**src/rtl/seg_pkg.sv**
```systemverilog
// seg_pkg -- shared constants for the seg_scan display multiplexer.
//   IDX_W    : width of the digit index (8 digits)
//   NUM_DIG  : number of digits scanned per frame
//   SEG_OFF  : all segments dark (active-low cathodes)
//   AN_OFF   : all anodes disabled (active-low anodes)
//   HEX_SEG  : hex nibble -> {dp,g..a} pattern, active-low, dp off
//   an_sel() : active-low one-hot anode pattern for a digit index
package seg_pkg;
  localparam int IDX_W   = 3;
  localparam int NUM_DIG = 8;

  localparam logic [7:0] SEG_OFF = 8'hFF;
  localparam logic [7:0] AN_OFF  = 8'hFF;

  // Entry [n] is the pattern for nibble n; concatenation lists F down to 0.
  localparam logic [15:0][7:0] HEX_SEG = {
    8'h8E, 8'h86, 8'hA1, 8'hC6, 8'h83, 8'h88, 8'h90, 8'h80,
    8'hF8, 8'h82, 8'h92, 8'h99, 8'hB0, 8'hA4, 8'hF9, 8'hC0
  };

  function automatic logic [7:0] an_sel(input logic [IDX_W-1:0] idx);
    return ~(8'b1 << idx);
  endfunction
endpackage

```
**src/rtl/seg_hex_dec.sv**
```systemverilog
// seg_hex_dec -- combinational hex nibble to 7-segment decoder.
//   nib_i [3:0] : nibble to display
//   seg_o [7:0] : active-low segments {dp,g,f,e,d,c,b,a}, dp always off
module seg_hex_dec
  import seg_pkg::*;
(
  input  logic [3:0] nib_i,
  output logic [7:0] seg_o
);
  assign seg_o = HEX_SEG[nib_i];
endmodule

```
**src/rtl/seg_scan.sv**
```systemverilog
// seg_scan -- 8-digit multiplexed 7-segment display scanner with a
// tear-free shadow register reloaded once per refresh frame.
//   SCAN_DIV       : clk_in cycles per digit slot (1..2^20)
//   clk_in         : system clock, rising edge
//   RST            : asynchronous active-high reset
//   value [31:0]   : word to display, 8 hex nibbles
//   SEG   [7:0]    : active-low cathodes, [6:0]=g..a, [7]=dp
//   AN    [7:0]    : active-low one-hot anodes, AN[k] shows value[4k+3:4k]
//   frame_tick     : one-cycle pulse the cycle after the shadow reload
// Optional build macro SEG_BLANK_EN enables leading-zero blanking
// (digit 0 is never blanked).
module seg_scan
  import seg_pkg::*;
#(
  parameter int SCAN_DIV = 100000
) (
  input  logic        clk_in,
  input  logic        RST,
  input  logic [31:0] value,
  output logic [7:0]  SEG,
  output logic [7:0]  AN,
  output logic        frame_tick
);
  localparam int                CNT_W   = (SCAN_DIV > 1) ? $clog2(SCAN_DIV) : 1;
  localparam logic [CNT_W-1:0]  CNT_MAX = CNT_W'(SCAN_DIV - 1);
  localparam logic [IDX_W-1:0]  IDX_MAX = IDX_W'(NUM_DIG - 1);

  logic [CNT_W-1:0] cnt_q, cnt_d;
  logic [IDX_W-1:0] idx_q, idx_d;
  logic [31:0]      shadow_q, shadow_d;
  logic [7:0]       an_q, an_d;
  logic [7:0]       seg_q, seg_d;
  logic             ft_q, ft_d;

  logic       slot_tick;
  logic       frame_bnd;
  logic [3:0] nib;
  logic [7:0] seg_dig;
  logic       blank;

  assign slot_tick = (cnt_q == CNT_MAX);
  assign frame_bnd = slot_tick && (idx_q == IDX_MAX);

  assign cnt_d    = slot_tick ? '0 : cnt_q + 1'b1;
  assign idx_d    = slot_tick ? idx_q + 1'b1 : idx_q;  // wraps 7->0
  // Shadow only moves at the frame boundary so a frame never mixes words.
  assign shadow_d = frame_bnd ? value : shadow_q;
  assign ft_d     = frame_bnd;

  assign nib = shadow_q[{idx_q, 2'b00} +: 4];

  seg_hex_dec u_dec (
    .nib_i (nib),
    .seg_o (seg_dig)
  );

`ifdef SEG_BLANK_EN
  // blank_mask[k]: nibble k and every nibble above it are zero.
  logic [NUM_DIG-1:0] blank_mask;
  assign blank_mask[0] = 1'b0;
  for (genvar k = 1; k < NUM_DIG; k++) begin : g_blank
    assign blank_mask[k] = (shadow_q[31:4*k] == '0);
  end
  assign blank = blank_mask[idx_q];
`else
  assign blank = 1'b0;
`endif

  assign an_d  = blank ? AN_OFF  : an_sel(idx_q);
  assign seg_d = blank ? SEG_OFF : seg_dig;

  always_ff @(posedge clk_in or posedge RST) begin
    if (RST) begin
      cnt_q    <= '0;
      idx_q    <= '0;
      shadow_q <= '0;
      an_q     <= AN_OFF;
      seg_q    <= SEG_OFF;
      ft_q     <= 1'b0;
    end else begin
      cnt_q    <= cnt_d;
      idx_q    <= idx_d;
      shadow_q <= shadow_d;
      an_q     <= an_d;
      seg_q    <= seg_d;
      ft_q     <= ft_d;
    end
  end

  assign AN         = an_q;
  assign SEG        = seg_q;
  assign frame_tick = ft_q;
endmodule

```
**config.mk**
```make
export PLATFORM = sky130hd
export DESIGN_NAME = seg_scan
export DESIGN_NICKNAME = d
export VERILOG_FILES = /design/src/rtl/seg_pkg.sv /design/src/rtl/seg_hex_dec.sv /design/src/rtl/seg_scan.sv
export SDC_FILE = /design/constraint.sdc
export NUM_CORES = 1
export LEC_CHECK = 0
export BUFFER_PORTS_ARGS = -buffer_cell sky130_fd_sc_hd__buf_2
export CORE_ASPECT_RATIO = 0.9
export CORE_UTILIZATION = 50
export DETAILED_ROUTE_END_ITERATION = 6
export PLACE_DENSITY = 0.8
export SETUP_SLACK_MARGIN = 0.1
export SLEW_MARGIN = 20
export SYNTH_ARGS = -nofsm -noshare
export SYNTH_HDL_FRONTEND = slang
export SYNTH_SLANG_ARGS = --single-unit
```
**constraint.sdc**
```tcl
create_clock -name clk_in -period 2.5 [get_ports clk_in]
set_input_delay 0.125 -clock clk_in [delete_from_list [all_inputs] [get_ports clk_in]]
set_output_delay 0.125 -clock clk_in [all_outputs]
set_load 0.01 [all_outputs]
```
**After elaboration in Yosys (flattened, before gate mapping)**

Memory sizes are Yosys's and may differ from the RTL's. A register that Yosys moved wholly into a read port is not among the register bits.
Index checks and enable logic that the tools add are counted.

- Bits in registers: 61
- Memory bits (read-only): 128
- Bits of input ports: 34
- Output and inout bits: 17
- Logic and storage cells: 15
- Memories: 1

- Add/sub/neg operators: 2
- Eq/ne operators: 2
- Shift operators: 2
- Muxes and demuxes: 1
- Bitwise gates (word level): 1
- Reduce and logical (&&, ||, !) cells: 1

Memory list:

| memory | words | bits a word | read ports | clocked after memory_dff | wr ports | RTL line | text |
|---|---|---|---|---|---|---|---|
| (name not given) | 16 | 8 | 1 | 1 | 0 | seg_hex_dec.sv:10 | `assign seg_o = HEX_SEG[nib_i];` |

Operators with widths:

| operator | number |
|---|---|
| indexed part select 32 x 6 -> 4 bit | 1 |
| adder 17 x 1 -> 17 bit, second input constant | 1 |
| equality test 17 bit, second input constant | 1 |
| 2-to-1 mux 17 bit | 1 |
| inverter 8 bit | 1 |
| left shift 1 x 3 -> 8 bit, first input constant | 1 |
| adder 3 x 1 -> 3 bit, second input constant | 1 |
| equality test 3 bit, second input constant | 1 |
| logical AND 1 bit | 1 |

**Logic depth before layout (Yosys ltp)**

Gate-level depths: netlist (run 1).

- Depth in word-level cells: 2
- Gate-level depth with buffers: 8
- Depth with buffers taken out: 7

**Hierarchy**

From an unflattened synthesis (run 1), not the netlist that was laid out.

- Cell total of the unflattened synthesis: 245
- Area, all modules: 3,377.0 sq um

Modules (own cells, without submodules):

| module | times used | cells an instance | area an instance (sq um) | sequential area each (sq um) |
|---|---|---|---|---|
| seg_scan | 1 | 211 | 3,090.5 | 1,746.7 |
| seg_hex_dec | 1 | 34 | 286.5 | 0.0 |

**Least setup slack after synthesis (run 1)**

OpenSTA, ideal clock, no wires.

- Path type: reg2reg
- Start: register idx_q[0]
- End: register seg_q[0] (netlist: SEG[0])
- Setup time: 0.082 ns
- Arrival: 2.123 ns
- Data required time: 2.418 ns
- Path slack: 0.296 ns
- Cell stages (with the launch flop): 8
- Path buffers: 1
- Clock period less this slack: 2.204 ns
- Cell sequence: dfrtp_1 > buf_6 > mux4_1 > mux2i_1 > inv_1 > ha_1 > and3_1 > a211o_1

- Word-level cells in the longest chain between the ends: 1

RTL lines:

| what | RTL line | text |
|---|---|---|
| start, declared | seg_scan.sv:29 | `logic [IDX_W-1:0] idx_q, idx_d;` |
| start signal, assigned | seg_scan.sv:82 | `idx_q <= idx_d;` |
| indexed part select 32 x 6 -> 4 bit | seg_scan.sv:50 | `assign nib = shadow_q[{idx_q, 2'b00} +: 4];` |
| end, declared | seg_scan.sv:32 | `logic [7:0] seg_q, seg_d;` |

No other way between the ends.
A chain may end at the register's enable or synchronous reset.

**Final worst setup path (run 1)**

- Start: register idx_q[0]
- End: register shadow_q[23]

- Word-level cells in the longest chain between the ends: 2

RTL lines:

| what | RTL line | text |
|---|---|---|
| equality test 3 bit | seg_scan.sv:42 | `assign frame_bnd = slot_tick && (idx_q == IDX_MAX);` |
| logical AND 1 bit | seg_scan.sv:42 |  |
| end signal, assigned | seg_scan.sv:83 | `shadow_q <= shadow_d;` |
| end, declared | seg_scan.sv:30 | `logic [31:0] shadow_q, shadow_d;` |

No other way between the ends.

==> results.sh, run 1 <==
export IMPL_status="completed"
export IMPL_crit_end="shadow_q[23]$_DFFE_PP0P_"
export IMPL_grt_pass1_vias=2013
export IMPL_finalPower_w=0.00216
export IMPL_hold_violations=0
export IMPL_h_tree_depth=3
export IMPL_cts_buffers=9
export IMPL_cts_resized_gates=0
export IMPL_worst_pin_slew_ns=0.634
export IMPL_yosysTopAreaCell="dfrtp_1"
export IMPL_place_ws_ns=0.276
export IMPL_vias=2023
export IMPL_hold_path_class="in2reg"
export IMPL_cts_clk_slew_worst_paths_ns=0.07
export IMPL_grt_pass1_wl_mm=9.86
export IMPL_synthesis_nets=283
export IMPL_syn_area_mm2=0.00325
export IMPL_crit_chain="buf_4, ha_1, ha_1, inv_1, nor4_4, buf_12, mux2_2"
export IMPL_drtIter0Drc=63
export IMPL_fin_crit_ns=2.25
export IMPL_finalSetupViolCount=0
export IMPL_finalCritPeriodShare_pct=89.9
export IMPL_root_buffer="clkbuf_8"
export IMPL_yosys_top_cells_area="dfrtp_1 41%, dfstp_2 12%, mux2_2 12%"
export IMPL_areaGrowthSynthToFinish_pct=21.3
export IMPL_maxCapViolations=0
export IMPL_place_area_mm2=0.00361
export IMPL_grt_use_total_pct=19.4
export IMPL_syn_avg_cell_area_um2=13.8
export IMPL_arrival_ns=2.47
export IMPL_endpoint_kind="flop"
export IMPL_final_cell_area_mm2=0.00395
export IMPL_wl_per_cell_um=14.2
export IMPL_dp_cells=372
export IMPL_crit_fanout=32
export IMPL_die_h_um=78.5
export IMPL_rrSetupSlack_ns=0.25
export IMPL_setup_worst_path_start="idx_q[0]$_DFFE_PP0N_"
export IMPL_reg2regPathDepth=7
export IMPL_post_dp_hpwl_mm=3.96
export IMPL_max_slew_margin_pct=57.7
export IMPL_synthFlopType="dfrtp_1"
export IMPL_cts_tree="built"
export IMPL_critPathLaunchType="flop"
export IMPL_ant_nets=0
export IMPL_synth_most_common_cell="dfrtp_1"
export IMPL_initial_core_util_pct=52.4
export IMPL_setup_slack_ns=0.252
export IMPL_crit_top_cell="ha_1"
export IMPL_grt_ovfl_total=0
export IMPL_peakVddDrop_mv=0.315
export IMPL_max_stage_delay_ns=0.51
export IMPL_fill_cells=512
export IMPL_drive_gt1_share_pct=43.3
export IMPL_io_pins=51
export IMPL_synth_top_area_share_pct=40.8
export IMPL_seq_area_frac_synth_pct=52.9
export IMPL_cts_sinks=68
export IMPL_rr_startpoint="idx_q[0]$_DFFE_PP0N_"
export IMPL_grt_max_degree=33
export IMPL_rows=27
export IMPL_gp_congestion=0.802
export IMPL_crit_slowest_cell="dfrtp_1"
export IMPL_synth_commonest_cells="53 x dfrtp_1, 34 x mux2_2, 15 x dfstp_2"
export IMPL_max_freq_ghz=0.445
export IMPL_min_from="value[0]"
export IMPL_multi_input_area_mm2=0.00142
export IMPL_synth_edff_count=0
export IMPL_r2r_end="shadow_q[23]$_DFFE_PP0P_"
export IMPL_finalClockSkew_ns=0.00794
export IMPL_insertion_delay_ns=0.34
export IMPL_drcViolationCount=0
export IMPL_drt_wl_total_mm=5.66
export IMPL_fp_coreArea_mm2=0.00622
export IMPL_via_per_inst=5.07
export IMPL_yosysWarnings=0
export IMPL_first_pass_iters=4
export IMPL_syn_inst=236
export IMPL_num_antenna_cells=0
export IMPL_rsz0062_at_grt="false"
export IMPL_cts_hold_buffers_added=11
export IMPL_finalNetCount=354
export IMPL_post_cts_setup_buffers=0
export IMPL_power_leakage_nw=1.93
export IMPL_fp_dieW_um=87.0
export IMPL_async_reset_ff_share_pct=100
export IMPL_fp_dieArea_mm2=0.00684
export IMPL_final_setup_tns_ns=0
export IMPL_synth_cell_types=42
export IMPL_portBuffers=49
export IMPL_clock_path_buffers=2
export IMPL_grt_antenna_before_repair=0
export IMPL_power_density_mw_per_mm2=547
export IMPL_crit_type="reg2reg"
export IMPL_fin_cells=399
export IMPL_synth_seq_cells=68
export IMPL_slew_violations=0
export IMPL_seq_area_mm2=0.00172
export IMPL_cp_required_ns=2.73
[logic make-up (layout without fill, tap and decap cells)]
group / count (synthesis) / after routing / synth area share, %
multiplexers: 54 / 54 / 22.4
XOR/XNOR: 15 / 15 / 4.04
buffers and inverters: 20 / 96 / 3.65
AND/OR/NAND/NOR: 55 / 55 / 9.88
flip-flops: 68 / 68 / 52.9
AO/OA/AOI/OAI: 10 / 10 / 2.04
other: 1 / 1 / 0.115
adder cells (fa/ha/maj): 13 / 13 / 5.00
[layout by cell type, fill, tap and decap left out, types with 6 or more instances in the layout]
cell,Yosys,final
dfrtp_1,53,53
buf_2,2,49
mux2_2,34,34
dfstp_2,15,15
nand2_1,13,13
ha_1,13,13
dlygate4sd3_1,0,11
nor2_1,10,10
clkbuf_8,0,10
inv_1,10,9
xnor2_1,9,9
mux2i_1,8,8
nand3_1,8,8
buf_4,3,8
xor2_1,6,6
[power by group]
group / leakage (nW) / internal (W) / switching [W]
clock network: 0.116 / 0.000588 / 0.000408
registers: 0.883 / 0.00110 / 0
logic: 0.932 / 0.0000315 / 0.0000309
[how the worst min path moves through the flow]
stage | end | slack (ns) | cells after the start
6_report | shadow_q[0]$_DFFE_PP0P_ | 0.01 | 2
5_1_grt | shadow_q[1]$_DFFE_PP0P_ | 0.001 | 2
3_5_place_dp | frame_tick$_DFF_PP0_ | 0.25 | 2
2_1_floorplan | shadow_q[0]$_DFFE_PP0P_ | 0.26 | 1
4_1_cts | shadow_q[5]$_DFFE_PP0P_ | 0.001 | 2
3_3_place_gp | frame_tick$_DFF_PP0_ | 0.24 | 2
[per-stage QoR]
| stage | hold slack, ns | util [%] |
|---|---|---|
| after detailed placement | 0.250 | 58.1 |
| after global placement | 0.243 | 58.1 |
| after global routing | 0.00141 | 63.5 |
| final | 0.0143 | 63.5 |
| after floorplan | 0.260 | - |
| after CTS | 0.00139 | 63.5 |
[cell type report]
type	instances	share of cell area, %
multi-input cells	148	35.9
well taps	87	2.76
clock buffers	10	3.49
inverters	11	1.05
flip-flops and latches	68	43.6
clock inverters	6	2.22
repair buffers	69	11.0
[worst max-delay path: cells and delay by family, from the launching register on]
family        cells  cell delay, ns
buf+inv           3            0.55
flops             1            0.51
fa+ha+maj         2            0.36
mux               1            0.36
simple gates      1            0.33
[per-layer routing]
layer  routed length [µm]  GRT usage (%)  up-vias
met5                    0              0        -
met1                 2760           27.7      982
li1                     -              -      975
met3                  290           6.10        9
met4                  102           8.00        0
met2                 2500           27.4       57
[flip-flops by register name, indices dropped and copies added, names as in the netlist]
| name | flops |
|---|---|
| cnt_q | 17 |
| shadow_q | 32 |
| AN | 8 |
| idx_q | 3 |
| frame_tick | 1 |
| SEG | 7 |
Power figures use the tool's default switching activity.
==> inputs of run 2 (changes only) <==
--- a/config.mk
+++ b/config.mk
@@ -7,6 +7,7 @@
 export LEC_CHECK = 0
 export BUFFER_PORTS_ARGS = -buffer_cell sky130_fd_sc_hd__buf_2
 export CORE_ASPECT_RATIO = 0.9
+export CORE_MARGIN = 2
 export CORE_UTILIZATION = 50
 export DETAILED_ROUTE_END_ITERATION = 6
 export PLACE_DENSITY = 0.8
==> run 2 against run 1 <==
Maximum frequency increased by 1.1%. Non-clock buffer count increased by 1. First-iteration DRC count grew 73%. Critical path type unchanged. Critical path depth shrank 1. Global-route usage down 0.75 points. Cell count rose by 0.25%. Largest cell class unchanged. Cell area grew 0.48%. Largest power group unchanged. Total power up 1.1%. Hold slack worse by 0.010 ns. Register-to-register slack improved by 0.02 ns. Utilization up 0.30 points. Via count rose by 0.54%.
==> results.sh, run 2 (synthesis results as in run 1) <==
export IMPL_finalSetupViolCount=0
export IMPL_io_pins=51
export IMPL_cts_buffers=9
export IMPL_portBuffers=49
export IMPL_rows=27
export IMPL_drcViolationCount=0
export IMPL_post_cts_setup_buffers=0
export IMPL_largest_reg_flops=32
export IMPL_rsz0062_at_grt="false"
export IMPL_insertion_delay_ns=0.35
export IMPL_grt_use_total_pct=18.7
export IMPL_wl_met3_um=325
export IMPL_wl_met2_mm=2.68
export IMPL_final_setup_tns_ns=0
export IMPL_grt_ovfl_total=0
export IMPL_hold_path_class="in2async"
export IMPL_crit_chain="mux4_1, mux2i_2, inv_1, ha_1, and3_1, a211o_1"
export IMPL_gp_congestion=0.856
export IMPL_num_antenna_cells=0
export IMPL_final_cell_mix="52 x dfrtp_1, 49 x buf_2, 34 x mux2_2, 15 x dfstp_2"
export IMPL_finalPower_w=0.00218
export IMPL_h_tree_depth=3
export IMPL_root_buffer="clkbuf_8"
export IMPL_areaGrowthSynthToFinish_pct=21.8
export IMPL_vias=2034
export IMPL_cts_clk_slew_worst_paths_ns=0.08
export IMPL_endpoint_kind="flop"
export IMPL_max_freq_ghz=0.450
export IMPL_cts_tree="built"
export IMPL_grt_pass1_vias=1985
export IMPL_fp_coreArea_mm2=0.00622
export IMPL_ant_nets=0
export IMPL_largest_register="shadow_q"
export IMPL_cp_required_ns=2.77
export IMPL_drtIter0Drc=109
export IMPL_layout_commonest_cell="dfrtp_1"
export IMPL_drive_gt1_share_pct=42.8
export IMPL_max_slew_margin_pct=45.8
export IMPL_hold_violations=0
export IMPL_crit_fanout=6
export IMPL_fill_cells=498
export IMPL_fp_dieW_um=89.0
export IMPL_power_density_mw_per_mm2=551
export IMPL_clock_path_buffers=2
export IMPL_grt_pass1_wl_mm=9.67
export IMPL_maxCapViolations=0
export IMPL_setup_worst_path_start="idx_q[0]$_DFFE_PP0N_"
export IMPL_power_leakage_nw=1.92
export IMPL_initial_core_util_pct=52.4
export IMPL_critPathLaunchType="flop"
export IMPL_die_h_um=80.5
export IMPL_slew_violations=0
export IMPL_finalNetCount=355
export IMPL_finalClockSkew_ns=0.0106
export IMPL_wl_per_cell_um=14.6
export IMPL_worst_pin_slew_ns=0.813
export IMPL_post_dp_hpwl_mm=3.88
export IMPL_cts_sinks=68
export IMPL_top_layer="met4"
export IMPL_fin_crit_ns=2.22
export IMPL_via_per_inst=5.09
export IMPL_arrival_ns=2.49
export IMPL_grt_antenna_before_repair=0
export IMPL_met1Wirelength_mm=2.76
export IMPL_finalCritPeriodShare_pct=88.9
export IMPL_crit_type="reg2reg"
export IMPL_fp_dieArea_mm2=0.00717
export IMPL_crit_slowest_cell="mux4_1"
export IMPL_status="completed"
export IMPL_peakVddDrop_mv=0.432
export IMPL_rr_startpoint="idx_q[0]$_DFFE_PP0N_"
export IMPL_first_pass_iters=4
export IMPL_max_stage_delay_ns=0.60
export IMPL_drt_wl_total_mm=5.84
export IMPL_grt_max_degree=69
run 2: per-layer routing:
layer  global-route usage [%]  vias up
met1                     25.9      983
li1                         -      980
met3                     7.30        8
met4                     5.37        0
met5                        0        -
met2                     27.2       63
run 2: timing repair:
item,CTS,global route
hold buffers,12,1
gates resized for setup,0,2
setup endpoints to repair,0,6
endpoints found under the hold margin,12,1
run 2: final cells by class:
| class | count | area, µm² | share of cell area (%) |
|---|---|---|---|
| Clock buffer | 12 | 155 | 3.91 |
| Clock inverter | 4 | 71.3 | 1.80 |
| Inverter | 11 | 41.3 | 1.04 |
| Multi-Input combinational cell | 148 | 1420 | 35.8 |
| Sequential cell | 68 | 1720 | 43.4 |
| Tap cell | 87 | 109 | 2.75 |
| Timing Repair Buffer | 70 | 448 | 11.3 |
run 2: worst paths after layout:
kind / endpoint / slack [ns] / cells after the start
min in group clk_in: shadow_q[5]$_DFFE_PP0P_ / 0.02 / 2
min reg2reg: shadow_q[28]$_DFFE_PP0P_ / 0.50 / 1
min: shadow_q[31]$_DFFE_PP0P_ / 0.004 / 3
max in group asynchronous: idx_q[0]$_DFFE_PP0N_ / 1.91 / 3
max reg2reg: SEG[0]$_DFF_PP1_ / 0.28 / 6
max: SEG[0]$_DFF_PP1_ / 0.28 / 6
run 2: critical path: cells and delay by family, from the launching register on:
family / cells / cell delay (ns)
mux: 2 / 0.93
flops: 1 / 0.43
fa+ha+maj: 1 / 0.26
compound gates: 1 / 0.22
simple gates: 1 / 0.15
buf+inv: 1 / 0.14
run 2: where the power goes:
part / leakage, nW / internal (W) / switching (W) / total, W
Clock: 0.110 / 0.000613 / 0.000404 / 0.00102
Sequential: 0.881 / 0.00110 / 0 / 0.00110
Combinational: 0.931 / 0.0000326 / 0.0000321 / 0.0000647
Total: 1.92 / 0.00175 / 0.000436 / 0.00218
run 2: metrics by stage:
step	std cells	utilization (%)	setup WS [ns]	instance area, µm²	hold slack, ns
after global routing	400	63.8	0.171	3970	0.000762
after floorplan	236	-	0.296	3250	0.260
after CTS	399	63.5	0.133	3950	0.0000911
after detailed placement	371	58.0	0.166	3600	0.356
final	400	63.8	0.277	3970	0.00411
after global placement	371	58.0	0.258	3600	0.344
==> inputs of run 3 (changes only) <==
==> constraint.sdc (replaced) <==
create_clock -name clk_in -period 2.5 [get_ports clk_in]
set_input_delay 0 -clock clk_in [delete_from_list [all_inputs] [get_ports clk_in]]
set_output_delay 0 -clock clk_in [all_outputs]
set_load 0.01 [all_outputs]
==> run 3 against run 2 <==
Die area is the same. Hold slack better by 0.32 ns. First-iteration DRC count fell by 13%. Sequential share of layout area down 2.1 points. Cell area up 5.0%. Wire length rose by 9.8%. Via count rose by 4.7%. Critical path depth did not move. Critical path type unchanged. Critical endpoint unchanged.
==> results.sh, run 3 (synthesis results as in run 1) <==
export IMPL_status="completed"
export IMPL_holdWs_ns=0.321
export IMPL_rsz0062_at_grt="false"
export IMPL_grt_pass1_vias=2219
export IMPL_critPathLaunchType="flop"
export IMPL_multi_input_area_mm2=0.00142
export IMPL_finalCritPeriodShare_pct=92.6
export IMPL_crit_type="reg2reg"
export IMPL_wl_per_cell_um=15.2
export IMPL_fill_cells=465
export IMPL_crit_fanout=6
export IMPL_ant_nets=0
export IMPL_root_buffer="clkbuf_8"
export IMPL_hold_path_class="in2async"
export IMPL_post_dp_hpwl_mm=4.03
export IMPL_grt_pass1_wl_mm=10.7
export IMPL_fp_dieArea_mm2=0.00717
export IMPL_h_tree_depth=3
export IMPL_drtIter0Drc=95
export IMPL_drcViolationCount=0
export IMPL_gp_congestion=0.863
export IMPL_final_setup_tns_ns=0
export IMPL_finalClockSkew_ns=0.00844
export IMPL_final_cell_mix="53 x dfrtp_1, 49 x buf_2, 34 x mux2_2, 33 x dlygate4sd3_1, 15 x dfstp_2"
export IMPL_power_frac_seq_pct=50.5
export IMPL_peakVddDrop_mv=0.455
export IMPL_switching_share_pct=20.1
export IMPL_worst_pin_slew_ns=0.716
export IMPL_grt_max_degree=37
export IMPL_finalSetupViolCount=0
export IMPL_maxCapViolations=0
export IMPL_rows=27
export IMPL_fp_dieW_um=89.0
export IMPL_power_density_mw_per_mm2=524
export IMPL_drt_wl_total_mm=6.41
export IMPL_grt_ovfl_total=0
export IMPL_insertion_delay_ns=0.35
export IMPL_first_pass_iters=4
export IMPL_internal_power_w=0.00174
export IMPL_largest_reg_flops=32
export IMPL_clock_path_buffers=2
export IMPL_cts_sinks=68
export IMPL_hold_violations=0
export IMPL_layout_commonest_cell="dfrtp_1"
export IMPL_cts_buffers=9
export IMPL_grt_antenna_before_repair=0
export IMPL_vias=2130
export IMPL_seq_area_mm2=0.00172
export IMPL_max_slew_margin_pct=52.2
export IMPL_areaGrowthSynthToFinish_pct=27.9
export IMPL_slew_violations=0
export IMPL_cts_clk_slew_worst_paths_ns=0.07
export IMPL_portBuffers=49
export IMPL_fin_crit_ns=2.31
export IMPL_clockPowerShare_pct=45.3
export IMPL_switchingPower_w=0.000438
export IMPL_cp_required_ns=2.78
export IMPL_drive_gt1_share_pct=40.1
export IMPL_rrSetupSlack_ns=0.19
export IMPL_largest_register="shadow_q"
export IMPL_r2r_end="SEG[0]$_DFF_PP1_"
export IMPL_grt_use_total_pct=20.4
export IMPL_power_frac_comb_pct=4.2
export IMPL_via_per_inst=5.06
export IMPL_die_h_um=80.5
export IMPL_reg2regPathDepth=6
export IMPL_cts_tree="built"
export IMPL_max_freq_ghz=0.432
export IMPL_power_leakage_nw=2.01
export IMPL_fp_coreArea_mm2=0.00622
export IMPL_rr_startpoint="idx_q[0]$_DFFE_PP0N_"
export IMPL_post_cts_setup_buffers=0
export IMPL_num_antenna_cells=0
export IMPL_io_pins=51
export IMPL_endpoint_kind="flop"
export IMPL_arrival_ns=2.59
export IMPL_initial_core_util_pct=52.4
export IMPL_finalNetCount=376
-- run 3: cell count changes in the layout (fill, tap and decap cells not counted) --
cell / delta
dfrtp_1: +1
clkbuf_8: -1
dfrtp_2: -1
buf_4: +1
dlygate4sd3_1: +20
clkbuf_1: +1
clkinv_2: +1
clkinv_1: -1
-- run 3: metal layers --
metal	global-route usage, %	routed length, µm	up-vias	part of all wire (%)
met5	0	0	-	0
met4	7.16	102	0	1.6
met3	7.81	301	13	4.7
met2	31.7	3160	59	49
met1	26.0	2850	1037	44
li1	-	-	1021	-
-- run 3: stage by stage --
stage | setup WS, ns | utilization [%] | std cells | area [µm²] | power (W)
after CTS | 0.131 | 66.9 | 421 | 4160 | 0.00220
final | 0.186 | 67.0 | 421 | 4160 | 0.00218
after detailed placement | 0.153 | 58.1 | 372 | 3610 | 0.00117
after global routing | 0.0632 | 67.0 | 421 | 4160 | 0.00227
after global placement | 0.256 | 58.1 | 372 | 3610 | 0.00117
after floorplan | 0.296 | - | 236 | 3250 | 0.00114
-- run 3: critical path, stage by stage (launching register included) --
cell,delay [ns]
dfrtp_1,0.47
mux4_1,0.65
mux2i_2,0.33
inv_1,0.14
ha_1,0.26
and3_1,0.16
a211o_1,0.23
-- run 3: layout make-up --
cell class / instances / share of cell area, %
Timing Repair Buffer: 91 / 15.7
Inverter: 11 / 0.992
Clock inverter: 4 / 1.74
Tap cell: 87 / 2.61
Clock buffer: 12 / 3.49
Sequential cell: 68 / 41.3
Multi-Input combinational cell: 148 / 34.1
-- run 3: worst max-delay path by stage --
stage	start	endpoint	cells after the start
after floorplan	idx_q[0]$_DFFE_PP0N_	SEG[0]$_DFF_PP1_	7
after global placement	idx_q[0]$_DFFE_PP0N_	SEG[0]$_DFF_PP1_	6
after detailed placement	idx_q[0]$_DFFE_PP0N_	SEG[0]$_DFF_PP1_	6
after CTS	idx_q[0]$_DFFE_PP0N_	SEG[0]$_DFF_PP1_	6
after global routing	idx_q[0]$_DFFE_PP0N_	SEG[0]$_DFF_PP1_	6
final	idx_q[0]$_DFFE_PP0N_	SEG[0]$_DFF_PP1_	6
-- run 3: power by group through the flow --
stage / sequential, W / clock [W] / combinational (W)
4_1_cts: 0.00110 / 0.00101 / 0.0000908
3_3_place_gp: 0.00112 / 0 / 0.0000508
5_1_grt: 0.00110 / 0.00107 / 0.000102
3_5_place_dp: 0.00112 / 0 / 0.0000516
2_1_floorplan: 0.00112 / 0 / 0.0000181
6_report: 0.00110 / 0.000988 / 0.0000915
-- run 3: repair_timing --
| action | 4_1_cts | 5_1_grt |
|---|---|---|
| endpoints found under the setup margin | 0 | 3 |
| resized for setup | 0 | 1 |
| hold buffers | 33 | 0 |
| hold endpoints to repair | 62 | 0 |
